**config.mk**
```make
export PLATFORM = sky130hd
export DESIGN_NAME = fft_cmul_pipe_flat
export DESIGN_NICKNAME = d
export VERILOG_FILES = /design/src/rtl/fft_cmul_pipe_if.sv /design/src/rtl/fft_cmul_pipe.sv /design/src/flat_wrapper.sv
export SDC_FILE = /design/constraint.sdc
export NUM_CORES = 2
export LEC_CHECK = 0
export BUFFER_PORTS_ARGS = -buffer_cell sky130_fd_sc_hd__buf_2
export CAP_MARGIN = 20
export CELL_PAD_IN_SITES_DETAIL_PLACEMENT = 1
export CELL_PAD_IN_SITES_GLOBAL_PLACEMENT = 2
export CORE_ASPECT_RATIO = 2
export CORE_MARGIN = 2
export CORE_UTILIZATION = 25
export CTS_BUF_LIST = sky130_fd_sc_hd__clkbuf_8
export DETAILED_ROUTE_END_ITERATION = 7
export GPL_TIMING_DRIVEN = 0
export PLACE_DENSITY_LB_ADDON = 0.1
export SLEW_MARGIN = 20
export SYNTH_ARGS = -nofsm -noshare
export SYNTH_HDL_FRONTEND = slang
export SYNTH_SLANG_ARGS = --single-unit
```
**constraint.sdc**
```tcl
create_clock -name ap_clk -period 7.2 [get_ports ap_clk]
set_clock_uncertainty 0.2 [all_clocks]
set_input_delay 1.08 -clock ap_clk [delete_from_list [all_inputs] [get_ports ap_clk]]
set_output_delay 1.08 -clock ap_clk [all_outputs]
set_load 0.02 [all_outputs]
```
**src/rtl/fft_cmul_pipe_if.sv**
```systemverilog
// Operand/result bus for the pipelined complex twiddle multiplier.
// Ports carried: in_valid/in_ready with operands a_re, a_im (A_W) and b_re, b_im (B_W);
// out_valid/out_ready with results p_re, p_im (OUT_W) and the per-beat sat flag.
// slave  : multiplier side (consumes operands, produces results)
// master : environment side (produces operands, consumes results)
interface fft_cmul_pipe_if #(
   parameter int unsigned A_W   = 16,
   parameter int unsigned B_W   = 10,
   parameter int unsigned OUT_W = 16
);
   logic                    in_valid;
   logic                    in_ready;
   logic signed [A_W-1:0]   a_re;
   logic signed [A_W-1:0]   a_im;
   logic signed [B_W-1:0]   b_re;
   logic signed [B_W-1:0]   b_im;
   logic                    out_valid;
   logic                    out_ready;
   logic signed [OUT_W-1:0] p_re;
   logic signed [OUT_W-1:0] p_im;
   logic                    sat;

   modport slave (
      input  in_valid, a_re, a_im, b_re, b_im, out_ready,
      output in_ready, out_valid, p_re, p_im, sat
   );

   modport master (
      output in_valid, a_re, a_im, b_re, b_im, out_ready,
      input  in_ready, out_valid, p_re, p_im, sat
   );
endinterface

```
**src/rtl/fft_cmul_pipe.sv**
```systemverilog
// Pipelined signed complex multiplier (a_re + j a_im)(b_re + j b_im) for FFT twiddle
// rotation, with round-half-up scaling by 2^SHIFT, saturation to OUT_W bits and a
// valid/ready handshake. One global enable (!stall) advances every stage together.
// Ports:
//   ap_clk    rising-edge clock
//   ap_rst_n  asynchronous active-low reset, clears all valid bits and outputs
//   bus       fft_cmul_pipe_if.slave: operands in, results + sat out
module fft_cmul_pipe #(
   parameter int unsigned A_W     = 16,
   parameter int unsigned B_W     = 10,
   parameter int unsigned SHIFT   = 8,
   parameter int unsigned OUT_W   = 16,
   parameter int unsigned LATENCY = 4
) (
   input  logic           ap_clk,
   input  logic           ap_rst_n,
   fft_cmul_pipe_if.slave bus
);

   localparam int unsigned PW   = A_W + B_W;    // product width
   localparam int unsigned SUMW = PW + 1;       // exact re/im sum width
   localparam int unsigned RW   = PW + 2;       // rounding headroom
   // Operands land in S1 on the accept edge; S4 plus DLY output registers gives
   // the first out_valid after edge accept+LATENCY.
   localparam int unsigned DLY  = LATENCY - 3;
   localparam int unsigned LAST = DLY - 1;

   localparam logic signed [RW-1:0] RND     = RW'(64'sd1 <<< (SHIFT - 1));
   localparam logic signed [RW-1:0] SAT_MAX = {{(RW - OUT_W + 1){1'b0}}, {(OUT_W - 1){1'b1}}};
   localparam logic signed [RW-1:0] SAT_MIN = {{(RW - OUT_W + 1){1'b1}}, {(OUT_W - 1){1'b0}}};

   // Elaboration-time parameter legality
   if (LATENCY < 4 || LATENCY > 8 || SHIFT < 1 || SHIFT >= RW || OUT_W > RW) begin : g_bad_params
      $error("fft_cmul_pipe: illegal parameters (LATENCY 4..8, SHIFT >= 1 required)");
   end

   // Round half up, floor-shift, clamp; returns {sat, value}
   function automatic logic [OUT_W:0] round_sat(input logic signed [SUMW-1:0] x);
      logic signed [RW-1:0] r;
      r = (RW'(x) + RND) >>> SHIFT;
      if (r > SAT_MAX) begin
         round_sat = {1'b1, SAT_MAX[OUT_W-1:0]};
      end else if (r < SAT_MIN) begin
         round_sat = {1'b1, SAT_MIN[OUT_W-1:0]};
      end else begin
         round_sat = {1'b0, r[OUT_W-1:0]};
      end
   endfunction

   // Stage registers
   logic                    s1_vld_q, s1_vld_d;
   logic signed [A_W-1:0]   s1_are_q, s1_are_d, s1_aim_q, s1_aim_d;
   logic signed [B_W-1:0]   s1_bre_q, s1_bre_d, s1_bim_q, s1_bim_d;
   logic                    s2_vld_q, s2_vld_d;
   logic signed [PW-1:0]    s2_rr_q, s2_rr_d, s2_ii_q, s2_ii_d;
   logic signed [PW-1:0]    s2_ri_q, s2_ri_d, s2_ir_q, s2_ir_d;
   logic                    s3_vld_q, s3_vld_d;
   logic signed [SUMW-1:0]  s3_re_q, s3_re_d, s3_im_q, s3_im_d;
   logic                    s4_vld_q, s4_vld_d;
   logic signed [OUT_W-1:0] s4_re_q, s4_re_d, s4_im_q, s4_im_d;
   logic                    s4_sat_q, s4_sat_d;
   logic                    d_vld_q [DLY];
   logic                    d_vld_d [DLY];
   logic signed [OUT_W-1:0] d_re_q  [DLY];
   logic signed [OUT_W-1:0] d_re_d  [DLY];
   logic signed [OUT_W-1:0] d_im_q  [DLY];
   logic signed [OUT_W-1:0] d_im_d  [DLY];
   logic                    d_sat_q [DLY];
   logic                    d_sat_d [DLY];

   logic             en_c;
   logic [OUT_W:0]   rs_re_c, rs_im_c;

   // Global enable: the whole pipe holds whenever the output is stalled
   assign en_c         = !(d_vld_q[LAST] && !bus.out_ready);
   assign bus.in_ready = en_c;
   assign rs_re_c      = round_sat(s3_re_q);
   assign rs_im_c      = round_sat(s3_im_q);

   // Next-state for all stages; hold by default, advance on enable
   always_comb begin
      s1_vld_d = s1_vld_q;
      s1_are_d = s1_are_q;
      s1_aim_d = s1_aim_q;
      s1_bre_d = s1_bre_q;
      s1_bim_d = s1_bim_q;
      s2_vld_d = s2_vld_q;
      s2_rr_d  = s2_rr_q;
      s2_ii_d  = s2_ii_q;
      s2_ri_d  = s2_ri_q;
      s2_ir_d  = s2_ir_q;
      s3_vld_d = s3_vld_q;
      s3_re_d  = s3_re_q;
      s3_im_d  = s3_im_q;
      s4_vld_d = s4_vld_q;
      s4_re_d  = s4_re_q;
      s4_im_d  = s4_im_q;
      s4_sat_d = s4_sat_q;
      d_vld_d  = d_vld_q;
      d_re_d   = d_re_q;
      d_im_d   = d_im_q;
      d_sat_d  = d_sat_q;
      if (en_c) begin
         s1_vld_d = bus.in_valid;
         s1_are_d = bus.a_re;
         s1_aim_d = bus.a_im;
         s1_bre_d = bus.b_re;
         s1_bim_d = bus.b_im;

         s2_vld_d = s1_vld_q;
         s2_rr_d  = PW'(s1_are_q) * PW'(s1_bre_q);
         s2_ii_d  = PW'(s1_aim_q) * PW'(s1_bim_q);
         s2_ri_d  = PW'(s1_are_q) * PW'(s1_bim_q);
         s2_ir_d  = PW'(s1_aim_q) * PW'(s1_bre_q);

         s3_vld_d = s2_vld_q;
         s3_re_d  = SUMW'(s2_rr_q) - SUMW'(s2_ii_q);
         s3_im_d  = SUMW'(s2_ri_q) + SUMW'(s2_ir_q);

         s4_vld_d = s3_vld_q;
         s4_re_d  = rs_re_c[OUT_W-1:0];
         s4_im_d  = rs_im_c[OUT_W-1:0];
         s4_sat_d = rs_re_c[OUT_W] | rs_im_c[OUT_W];

         d_vld_d[0] = s4_vld_q;
         d_re_d[0]  = s4_re_q;
         d_im_d[0]  = s4_im_q;
         d_sat_d[0] = s4_sat_q;
         for (int i = 1; i < int'(DLY); i++) begin
            d_vld_d[i] = d_vld_q[i-1];
            d_re_d[i]  = d_re_q[i-1];
            d_im_d[i]  = d_im_q[i-1];
            d_sat_d[i] = d_sat_q[i-1];
         end
      end
   end

   // State registers
   always_ff @(posedge ap_clk or negedge ap_rst_n) begin
      if (!ap_rst_n) begin
         s1_vld_q <= 1'b0;
         s1_are_q <= '0;
         s1_aim_q <= '0;
         s1_bre_q <= '0;
         s1_bim_q <= '0;
         s2_vld_q <= 1'b0;
         s2_rr_q  <= '0;
         s2_ii_q  <= '0;
         s2_ri_q  <= '0;
         s2_ir_q  <= '0;
         s3_vld_q <= 1'b0;
         s3_re_q  <= '0;
         s3_im_q  <= '0;
         s4_vld_q <= 1'b0;
         s4_re_q  <= '0;
         s4_im_q  <= '0;
         s4_sat_q <= 1'b0;
         for (int i = 0; i < int'(DLY); i++) begin
            d_vld_q[i] <= 1'b0;
            d_re_q[i]  <= '0;
            d_im_q[i]  <= '0;
            d_sat_q[i] <= 1'b0;
         end
      end else begin
         s1_vld_q <= s1_vld_d;
         s1_are_q <= s1_are_d;
         s1_aim_q <= s1_aim_d;
         s1_bre_q <= s1_bre_d;
         s1_bim_q <= s1_bim_d;
         s2_vld_q <= s2_vld_d;
         s2_rr_q  <= s2_rr_d;
         s2_ii_q  <= s2_ii_d;
         s2_ri_q  <= s2_ri_d;
         s2_ir_q  <= s2_ir_d;
         s3_vld_q <= s3_vld_d;
         s3_re_q  <= s3_re_d;
         s3_im_q  <= s3_im_d;
         s4_vld_q <= s4_vld_d;
         s4_re_q  <= s4_re_d;
         s4_im_q  <= s4_im_d;
         s4_sat_q <= s4_sat_d;
         d_vld_q  <= d_vld_d;
         d_re_q   <= d_re_d;
         d_im_q   <= d_im_d;
         d_sat_q  <= d_sat_d;
      end
   end

   // Final delay stage drives the result bus
   assign bus.out_valid = d_vld_q[LAST];
   assign bus.p_re      = d_re_q[LAST];
   assign bus.p_im      = d_im_q[LAST];
   assign bus.sat       = d_sat_q[LAST];

endmodule

```
**src/flat_wrapper.sv**
```systemverilog
// flat-port wrapper written by rule: the top's interface ports become plain ports
module fft_cmul_pipe_flat 
#(
   parameter int unsigned A_W     = 16,
   parameter int unsigned B_W     = 10,
   parameter int unsigned SHIFT   = 8,
   parameter int unsigned OUT_W   = 16,
   parameter int unsigned LATENCY = 4
)
  (ap_clk, ap_rst_n, bus_in_valid, bus_a_re, bus_a_im, bus_b_re, bus_b_im, bus_out_ready, bus_in_ready, bus_out_valid, bus_p_re, bus_p_im, bus_sat);
  fft_cmul_pipe_if #(.A_W(A_W), .B_W(B_W), .OUT_W(OUT_W)) bus_i ();
  input  logic ap_clk;
  input  logic ap_rst_n;
  input wire logic [$bits(bus_i.in_valid)-1:0] bus_in_valid;
  input wire logic [$bits(bus_i.a_re)-1:0] bus_a_re;
  input wire logic [$bits(bus_i.a_im)-1:0] bus_a_im;
  input wire logic [$bits(bus_i.b_re)-1:0] bus_b_re;
  input wire logic [$bits(bus_i.b_im)-1:0] bus_b_im;
  input wire logic [$bits(bus_i.out_ready)-1:0] bus_out_ready;
  output wire logic [$bits(bus_i.in_ready)-1:0] bus_in_ready;
  output wire logic [$bits(bus_i.out_valid)-1:0] bus_out_valid;
  output wire logic [$bits(bus_i.p_re)-1:0] bus_p_re;
  output wire logic [$bits(bus_i.p_im)-1:0] bus_p_im;
  output wire logic [$bits(bus_i.sat)-1:0] bus_sat;
  assign bus_i.in_valid = bus_in_valid;
  assign bus_i.a_re = bus_a_re;
  assign bus_i.a_im = bus_a_im;
  assign bus_i.b_re = bus_b_re;
  assign bus_i.b_im = bus_b_im;
  assign bus_i.out_ready = bus_out_ready;
  assign bus_in_ready = bus_i.in_ready;
  assign bus_out_valid = bus_i.out_valid;
  assign bus_p_re = bus_i.p_re;
  assign bus_p_im = bus_i.p_im;
  assign bus_sat = bus_i.sat;
  fft_cmul_pipe #(.A_W(A_W), .B_W(B_W), .SHIFT(SHIFT), .OUT_W(OUT_W), .LATENCY(LATENCY)) u_core (.ap_clk(ap_clk), .ap_rst_n(ap_rst_n), .bus(bus_i));
endmodule
```
==> metrics.txt <==
status finished, final reports clean; final core occ 28.0%; ys flop type dfrtp_1; I/O Buffers 90; met1 Resource Use GR 22.5%; total clock sinks 267; Seq/Total Area, Yosys 18.7%; Mapped Cells 4,128; mux cell area share after synthesis 0.199%; final net count 5,189; DR DRC count 0; most frequent cells in the layout 808 x nand2_1, 806 x inv_1, 556 x fa_1; Initial Utilization 25.1%; CTS buffer count 48; synthesized flop and latch total 267; Synth Area in Compound Gates 8.14%; Placed Area 38,800 um2; Distinct cells, synth 78; CTS tree done; hold crit path type input port to asynchronous set/reset pin; Tightest Pin Transition 1.16 ns; drt pass-1 iters 4; Max Fclk 143 MHz; Design Area, Final 39,900 um2; final hold violation count 0; CP arrival 7.36 ns; vias 27,900; Final Critical Period 7.01 ns; Synth Cell Area 35,800 um2; share of layout cells above drive strength 1 6.01%; Slew Viols, Final 0; vias in the first global route 32,300; die width 272 um; crit start category flop; First DRT Iteration DRCs 1,008; Mapped Avg Cell Area 8.68 um2; Crit. End Element flop; Fin Setup TNS 0 ns; Inst Count DP 6,106; XOR/XNOR Fraction of Synth Area 3.62%; clock latency on the worst-skew pair 0.72 ns; met2 usage in global routing 44.7%; Post-Synth Simple-Gate Area 17.6%; IO Count 91; cell row count 196; clock root cell clkbuf_8; syn_nets 5,036; Max-Cap Viols 0; RD Place Congestion 0.869; global route overflow 0; initial antenna violation count 6; EDFF count, synth 0; area delta synth->final 11.5%; number of warnings issued by yosys 0; Max-Slew Margin vs Limit 22.7%; total wire length 159,000 um; GR peak layer met2; Avg WL per Cell 25.6 um; fillers 16,900; first-pass GRT wire length 228,000 um; Final Cycle Share 97.3%; Setup violations, final 0; async set or reset register ratio after synthesis 100%; DIE HEIGHT 539 um; commonest non-fill, non-tap cell in the layout nand2_1; Critical Path RT 7.55 ns; unrepaired setup endpoints after global routing yes; largest net degree at the start of global routing 81; htree depth 2; Clock transition at path regs 0.07 ns; Final ANT Viol Nets 0; non-filler cells, final 6,194; die area 146,000 um2; GRT Total Usage 22.0%; met3 GRT Util 1.44%; largest family of logic cells by synthesized area adder cells; Post-Synth Adder-Cell Area 41.4%; largest buffer count on any clock path 3; Crit Path Max Fanout 10; critical setup path kind flop to flop; core area 142,000 um2; DR vias/cell 4.51; dpl hpwl 134,000 um
[path summary, 6_finish.rpt]
check | startpoint | cells past startpoint | endpoint | slack (ns)
worst min-delay path | ap_rst_n | 1 | u_core.s2_ir_q[18]$_DFFE_PN0N_ | 0.11
worst min register to register | u_core.s1_vld_q$_DFFE_PN0N_ | 2 | u_core.s2_vld_q$_DFFE_PN0N_ | 0.26
max in group asynchronous | ap_rst_n | 3 | u_core.s2_rr_q[20]$_DFFE_PN0N_ | 5.43
min in group ap_clk | u_core.s1_vld_q$_DFFE_PN0N_ | 2 | u_core.s2_vld_q$_DFFE_PN0N_ | 0.26
worst max register to register | u_core.s1_bim_q[7]$_DFFE_PN0N_ | 19 | u_core.s2_ii_q[23]$_DFFE_PN0N_ | 0.19
worst max-delay path | u_core.s1_bim_q[7]$_DFFE_PN0N_ | 19 | u_core.s2_ii_q[23]$_DFFE_PN0N_ | 0.19
[cell type report]
cell class / instances / area [um2] / share of cell area [%]
sequential: 267 / 6690 / 16.8
clock inverter: 22 / 165 / 0.414
buffer: 188 / 787 / 1.97
clock buffer: 58 / 798 / 2.00
tap: 1881 / 2350 / 5.89
inverter: 796 / 3000 / 7.50
multi-input combinational: 2877 / 25500 / 63.8
antenna: 2 / 5.00 / 0.0125
timing repair buffer: 103 / 662 / 1.66
[cells in the mapped netlist (11+ instances only)]
master / count / area share, %
a21o_1: 40 / 0.84
o21bai_1: 17 / 0.36
nand2_1: 808 / 8.5
xnor2_1: 105 / 2.6
a21oi_1: 134 / 1.9
ha_1: 296 / 10
inv_1: 795 / 8.3
nand3_1: 44 / 0.61
or3_1: 12 / 0.21
dfrtp_1: 267 / 19
nor2_1: 201 / 2.1
o21ai_1: 15 / 0.21
o21ai_0: 68 / 0.95
nor3_1: 34 / 0.48
a31oi_1: 42 / 0.73
nor2b_1: 11 / 0.19
and2_1: 225 / 3.9
o31ai_1: 21 / 0.44
clkbuf_1: 182 / 1.9
fa_1: 556 / 31
and3_1: 17 / 0.30
nand2b_1: 26 / 0.45
xor2_1: 43 / 1.1
a211oi_1: 17 / 0.36
o21a_1: 21 / 0.44
[through the flow]
| stage | hold slack, ns | setup slack [ns] |
|---|---|---|
| floorplan | 0.230 | 1.30 |
| detailed placement | 0.248 | -0.598 |
| finish | 0.106 | 0.191 |
| CTS | 0.0812 | 0.0138 |
| global placement | 0.247 | -1.42 |
| global route | 0.116 | -0.0609 |
[cell families after synthesis]
logic type	Yosys count
AO/OA/AOI/OAI	448
XOR/XNOR	148
adder cells (fa/ha/maj)	852
buffers and inverters	984
flip-flops	267
multiplexers	7
AND/OR/NAND/NOR	1422
[critical path, stage by stage (launching register included)]
cell      delay (ns)
dfrtp_1         0.55
clkbuf_1        0.77
and2_1          0.27
fa_1            0.42
fa_1            0.40
fa_1            0.51
fa_1            0.50
inv_1           0.05
fa_1            0.47
inv_1           0.04
ha_1            0.38
a21o_1          0.21
a21o_1          0.18
a21oi_2         0.33
nor3b_1         0.32
a211oi_1        0.20
or3_1           0.38
a21oi_1         0.19
xor2_1          0.37
o21ai_1         0.09
[repair_timing]
action,CTS,global route
endpoints found under the setup margin,18,15
buffers inserted,4,2
hold buffers,0,0
gates resized for setup,19,43
[flip-flops by register name (all words and copies together), names as in the netlist, 20 cells and up]
name	flops
u_core.s2_ir_q	26
u_core.s2_rr_q	26
u_core.s2_ri_q	26
u_core.s3_im_q	20
u_core.s2_ii_q	26
u_core.s3_re_q	20
[metal layers]
metal  vias to the layer above  share of wire (%)  wire length (um)
li1                      12900                  -                 -
met1                     14400                 36             57200
met2                       379                 57             90400
met3                       183                1.8              2810
met4                         0                5.1              8160
met5                         -                  0                 0
Power is not shown: default switching activity piles up to over one toggle a cycle in this logic, so the estimate is an artifact.
